<file path="config.mk">
export PLATFORM = sky130hd
export DESIGN_NAME = systolic_skew_feeder
export DESIGN_NICKNAME = d
export VERILOG_FILES = /design/src/rtl/systolic_skew_feeder.sv
export SDC_FILE = /design/constraint.sdc
export NUM_CORES = 1
export LEC_CHECK = 0
export CAP_MARGIN = 25
export CORE_AREA = 2 2 153 155
export DETAILED_ROUTE_END_ITERATION = 10
export DIE_AREA = 0 0 155 157
export DONT_BUFFER_PORTS = 1
export PLACE_DENSITY_LB_ADDON = 0.15
export SYNTH_ARGS = -nofsm -noshare
export SYNTH_HDL_FRONTEND = slang
export SYNTH_SLANG_ARGS = --single-unit
</file>
<file path="constraint.sdc">
create_clock -name clk -period 2.94 [get_ports clk]
set_input_delay 0 -clock clk [delete_from_list [all_inputs] [get_ports clk]]
set_output_delay 0 -clock clk [all_outputs]
set_load 0.02 [all_outputs]
</file>
<file path="src/rtl/systolic_skew_feeder.sv">
// Skewed operand feeder for an N x N systolic array.
// Buffers one A tile and one B tile, then streams A rows into the left edge
// and B columns into the top edge with a one-cycle diagonal skew per lane.
//
// state  | meaning
// -------+-----------------------------------------------------------
// IDLE   | waiting for start, buffers writable
// CLEAR  | one cycle, pulse acc_clr to the PE accumulators
// FEED   | 2N-1 cycles, step t = 0..2N-2 drives skewed edge lanes
// DRAIN  | N cycles, lets the last products reach PE(N-1,N-1)
// DONE   | one cycle, done pulse; start here re-enters CLEAR
//
// Outputs are decoded from the registered state and registered again, so
// every output trails the state register by one cycle.
module systolic_skew_feeder #(
    parameter int N  = 4,
    parameter int DW = 8
) (
    input  logic                  clk,
    input  logic                  rst,
    input  logic                  wr_en,
    input  logic                  wr_sel,
    input  logic [$clog2(N)-1:0]  wr_row,
    input  logic [$clog2(N)-1:0]  wr_col,
    input  logic [DW-1:0]         wr_data,
    input  logic                  start,
    output logic                  busy,
    output logic                  done,
    output logic                  acc_clr,
    output logic [N*DW-1:0]       a_edge,
    output logic [N*DW-1:0]       b_edge,
    output logic [N-1:0]          a_vld,
    output logic [N-1:0]          b_vld
);

    localparam int AW = $clog2(N);
    localparam int SW = $clog2(2*N-1);

    typedef enum logic [2:0] {
        S_IDLE,
        S_CLEAR,
        S_FEED,
        S_DRAIN,
        S_DONE
    } state_t;

    state_t          state_q, state_d;
    logic [SW-1:0]   step_q, step_d;

    logic [DW-1:0]   a_mem_q [N][N];
    logic [DW-1:0]   a_mem_d [N][N];
    logic [DW-1:0]   b_mem_q [N][N];
    logic [DW-1:0]   b_mem_d [N][N];

    logic            busy_q, busy_d;
    logic            done_q, done_d;
    logic            acc_clr_q, acc_clr_d;
    logic [N*DW-1:0] a_edge_q, a_edge_d;
    logic [N*DW-1:0] b_edge_q, b_edge_d;
    logic [N-1:0]    a_vld_q, a_vld_d;
    logic [N-1:0]    b_vld_q, b_vld_d;

    // Next-state and step counter; start is only honoured in IDLE and DONE.
    always_comb begin
        state_d = state_q;
        step_d  = step_q;
        case (state_q)
            S_IDLE: begin
                if (start) state_d = S_CLEAR;
            end
            S_CLEAR: begin
                state_d = S_FEED;
                step_d  = '0;
            end
            S_FEED: begin
                if (step_q == SW'(2*N-2)) begin
                    state_d = S_DRAIN;
                    step_d  = '0;
                end else begin
                    step_d = step_q + 1'b1;
                end
            end
            S_DRAIN: begin
                if (step_q == SW'(N-1)) begin
                    state_d = S_DONE;
                    step_d  = '0;
                end else begin
                    step_d = step_q + 1'b1;
                end
            end
            S_DONE: begin
                state_d = start ? S_CLEAR : S_IDLE;
            end
            default: begin
                state_d = S_IDLE;
                step_d  = '0;
            end
        endcase
    end

    // Buffer write port, locked out while the visible busy flag is high.
    always_comb begin
        a_mem_d = a_mem_q;
        b_mem_d = b_mem_q;
        if (wr_en && !busy_q && (int'(wr_row) < N) && (int'(wr_col) < N)) begin
            if (wr_sel) b_mem_d[wr_row][wr_col] = wr_data;
            else        a_mem_d[wr_row][wr_col] = wr_data;
        end
    end

    // Output decode: lane i of A carries A[i][t-i], lane j of B carries B[t-j][j].
    always_comb begin
        busy_d    = 1'b0;
        done_d    = 1'b0;
        acc_clr_d = 1'b0;
        a_edge_d  = '0;
        b_edge_d  = '0;
        a_vld_d   = '0;
        b_vld_d   = '0;
        case (state_q)
            S_CLEAR: begin
                busy_d    = 1'b1;
                acc_clr_d = 1'b1;
            end
            S_FEED: begin
                busy_d = 1'b1;
                for (int i = 0; i < N; i++) begin
                    if ((int'(step_q) >= i) && (int'(step_q) < i + N)) begin
                        a_edge_d[i*DW +: DW] = a_mem_q[i][AW'(int'(step_q) - i)];
                        a_vld_d[i]           = 1'b1;
                        b_edge_d[i*DW +: DW] = b_mem_q[AW'(int'(step_q) - i)][i];
                        b_vld_d[i]           = 1'b1;
                    end
                end
            end
            S_DRAIN: busy_d = 1'b1;
            S_DONE:  done_d = 1'b1;
            default: ;
        endcase
    end

    // State, buffers and output registers; reset clears everything at once.
    always_ff @(posedge clk or negedge rst) begin
        if (!rst) begin
            state_q   <= S_IDLE;
            step_q    <= '0;
            for (int r = 0; r < N; r++) begin
                for (int c = 0; c < N; c++) begin
                    a_mem_q[r][c] <= '0;
                    b_mem_q[r][c] <= '0;
                end
            end
            busy_q    <= 1'b0;
            done_q    <= 1'b0;
            acc_clr_q <= 1'b0;
            a_edge_q  <= '0;
            b_edge_q  <= '0;
            a_vld_q   <= '0;
            b_vld_q   <= '0;
        end else begin
            state_q   <= state_d;
            step_q    <= step_d;
            a_mem_q   <= a_mem_d;
            b_mem_q   <= b_mem_d;
            busy_q    <= busy_d;
            done_q    <= done_d;
            acc_clr_q <= acc_clr_d;
            a_edge_q  <= a_edge_d;
            b_edge_q  <= b_edge_d;
            a_vld_q   <= a_vld_d;
            b_vld_q   <= b_vld_d;
        end
    end

    assign busy    = busy_q;
    assign done    = done_q;
    assign acc_clr = acc_clr_q;
    assign a_edge  = a_edge_q;
    assign b_edge  = b_edge_q;
    assign a_vld   = a_vld_q;
    assign b_vld   = b_vld_q;

endmodule

</file>
==> results.txt <==
----------------------------------------------------
[Clock network]
  Postcts setup bufs ... 0
  Clock insertion delay at the later pin of the skew report ... around 0.51 ns
  Clock buffer depth ... 3
  Root Buffer ... clkbuf_16
  Number of buffers inserted for hold repair after clock tree synthesis ... 33
  CTS tree ... done
  CTS H-tree depth ... 2
  Post-cts repair resize count ... 0
  Clock sink count ... 333
  CTS clk-pin slew, worst paths ... 0.06 ns
  Clock buffers created by TritonCTS ... 35

[Yosys]
  Syn Inst Count ... approximately 900
  Share of synthesized registers carrying an async set or reset ... 100%
  Ys flop type ... dfrtp_1
  Number of flops mapped to enable cells by yosys ... 0
  Share of synthesized area occupied by flip-flops and latches ... 59.6%
  Leading cell types by total area after synthesis ... dfrtp_1 60%, mux2_2 20%, mux4_2 10%, and3_1 1.5%, nor2b_1 1.2%
  YS warnings ... 0
  Post-synth net total ... roughly 900
  Average cell area after synthesis ... 16.0 um2
  Synthesized flop and latch total ... 333
  Area share of the largest cell type after synthesis ... 59.6%
  Distinct cell type count of the synthesized netlist ... 43
  Netlist Area Pre-Place ... roughly 0.014 mm2
  Most area-hungry cell type in the Yosys netlist ... dfrtp_1

[Timing]
  RSZ-0062 raised after global routing ... no
  Max transition margin ... 47.9%
  Fin crit period ... 2.75 ns
  Setup WS post-layout ... roughly 0.19 ns
  Fin Setup TNS ... 0 ns
  Count of final max-slew check failures ... 0
  Skew final ... ~0.01 ns
  Post-route clock period utilization ... 93.6%
  Upper clock frequency limit ... approximately 0.36 GHz
  Final-layout worst hold slack ... -0.803 ns
  # setup viols final ... 0
  Final hold violation count ... 333
  Slew @ Worst Pin ... 0.782 ns

[Critical path]
  CP endpoint kind ... flip-flop
  Worst-path maximum fanout ... 8
  Category of the most critical setup path ... flip-flop to flip-flop
  Required @ worst endpoint ... 3.33 ns
  Arrival time at the worst endpoint ... 3.14 ns
  Nature of the critical path startpoint ... flip-flop

[Run status]
  Violated checks ... negative hold slack
  Status ... finished with violations

[Placed design]
  Post-Place Setup Slack ... 0.792 ns
  Routability congestion estimate ... between 0.7 and 0.8
  HPWL reported at the end of detailed placement ... 16.7 mm
  Port-buffer cells ... 0

[Drt]
  Ratio of routed vias to standard cells ... between 6 and 7
  Number of iterations in the first detailed-routing pass ... 4
  Total length of routed met3 wires ... 1.27 mm
  Via count of the routed design ... 7465
  Number of nets with antenna violations after routing ... 0
  Top layer used by detailed routing ... met4
  Final routed wire length divided by cell count ... between 20 and 25 um
  Length of routed met2 wiring ... roughly 14 mm
  Number of DRC violations after detailed routing ... 0
  Count of routing violations after the opening detailed-route iteration ... 447
  Wire length on met1 ... ~13 mm
  Routed wire length ... 28.9 mm

[Floorplanning]
  Horizontal die dimension ... 155 um
  Area of the placeable core ... 0.0225 mm2
  Starting Density ... 62.2%
  Area enclosed by the die boundary ... 0.0243 mm2
  Ports placed on the boundary ... 92
  Site Rows ... 55
  Y dimension of the die ... around 160 um

[Power]
  Design internal power ... 9.49 mW
  Power density over the cells ... 851 mW/mm2
  Net switching fraction of the power ... 29.1%
  Combinational share of power ... 22.7%
  Sequential share of power ... 45.7%
  Lkg Pwr ... 7.74 nW
  Maximum resistive drop on vdd ... approximately 0.74 mV
  Power spent charging and discharging nets ... roughly 3.9 mW
  Clock power share ... 31.5%

[Finish]
  Net count reported at finish ... 918
  Ratio of cells with drive above 1 in the final layout ... 44.4%
  Layout overhead on the synthesized area ... 12.3%
  Diodes inserted ... 0
  Leading cell type in the layout, fill and taps excluded ... dfrtp_1
  Most frequent cells in the layout ... 332 x dfrtp_1, 252 x mux2_2, 64 x mux4_2, 37 x clkbuf_16, 33 x and3_1
  Number of fillers in the final layout ... 1466

[GRT]
  Global-route wire length before repair ... 46.4 mm
  Largest net degree at the start of global routing ... 334
  Number of antenna violations at the first check in global routing ... 0
  Vias in the first global route ... 8118
  GRT overflow ... 0
  Total Routing Usage GR ... 25.0%

[Min path]
  Path class of the lowest-slack min-delay path ... primary input to asynchronous set/reset pin

[Run]
  Max capacitance violation total ... 0

----------------------------------------------------
==> layer usage <==
metal	GRT usage, %	vias to the layer above
li1	-	3224
met1	34.1	4019
met2	41.4	176
met3	4.32	46
met4	8.29	0
met5	0	-
==> synth_stat cells (all sizes together) (3+ instances only) <==
| master | number |
|---|---|
| a221o | 3 |
| and2b | 6 |
| and3 | 33 |
| and4bb | 3 |
| buf | 25 |
| clkbuf | 36 |
| dfrtp | 333 |
| ha | 4 |
| inv | 8 |
| mux2 | 256 |
| mux4 | 64 |
| nand2 | 25 |
| nand4 | 4 |
| nand4b | 4 |
| nor2 | 14 |
| nor2b | 26 |
| nor3 | 6 |
| nor3b | 3 |
| nor4b | 4 |
==> cells by family after synthesis <==
family                   count (synthesis)  synth area share (%)
adder cells (fa/ha/maj)                  4                 0.358
flip-flops                             333                  59.6
XOR/XNOR                                 1                0.0626
AO/OA/AOI/OAI                            8                 0.483
multiplexers                           320                  30.9
buffers and inverters                   69                  2.24
AND/OR/NAND/NOR                        139                  6.40
==> through the flow <==
step | instance area [um2] | util, % | power [mW] | cells
floorplan | 14000 | - | 8.34 | 874
global placement | 14200 | 63.1 | 8.95 | 1112
detailed placement | 14200 | 63.1 | 9.10 | 1112
CTS | 15700 | 69.9 | 13.5 | 1207
global route | 15700 | 69.9 | 14.0 | 1207
finish | 15700 | 69.9 | 13.4 | 1207
==> worst max-delay path, stage by stage (launching register included) <==
cell           delay, ns
dfrtp_1             0.53
nor3b_1             0.50
buf_4               0.27
nand4_1             0.37
mux2_2              0.41
dlygate4sd3_1       0.56
==> sequential cells by signal, indices dropped and copies added, names as in the netlist <==
name	flops
a_edge	32
a_mem_q	128
acc_clr	1
b_edge	32
b_mem_q	128
b_vld	4
busy	1
done	1
state_q	3
step_q	3
==> worst paths after layout <==
kind | start | endpoint | slack (ns) | cells past startpoint
max in group asynchronous | rst | a_mem_q[42] | 3.09 | 0
min in group clk | wr_row[1] | a_mem_q[110] | 0.01 | 3
max | busy | a_mem_q[76] | 0.19 | 5
min | rst | b_vld[2] | -0.80 | 0
max reg2reg | busy | a_mem_q[76] | 0.19 | 5
min reg2reg | a_mem_q[17] | a_mem_q[17] | 0.50 | 1
==> area by class of cell <==
class,instances,area (um2),share of cell area (%)
Sequential cell,333,8340,53.0
Multi-Input combinational cell,472,5350,34.1
Clock buffer,58,1090,6.96
Timing Repair Buffer,47,528,3.36
Tap cell,285,357,2.27
Inverter,8,30.0,0.191
Clock inverter,4,20.0,0.127
==> power by group through the flow <==
stage	Combinational, mW	Sequential [mW]	Clock [mW]
after CTS	3.07	6.12	4.29
after floorplan	2.37	5.97	0
after global placement	2.83	6.12	0
after detailed placement	2.91	6.19	0
final	3.04	6.12	4.22
after global routing	3.28	6.21	4.47
No activity file was read; power rests on OpenSTA's default activity.
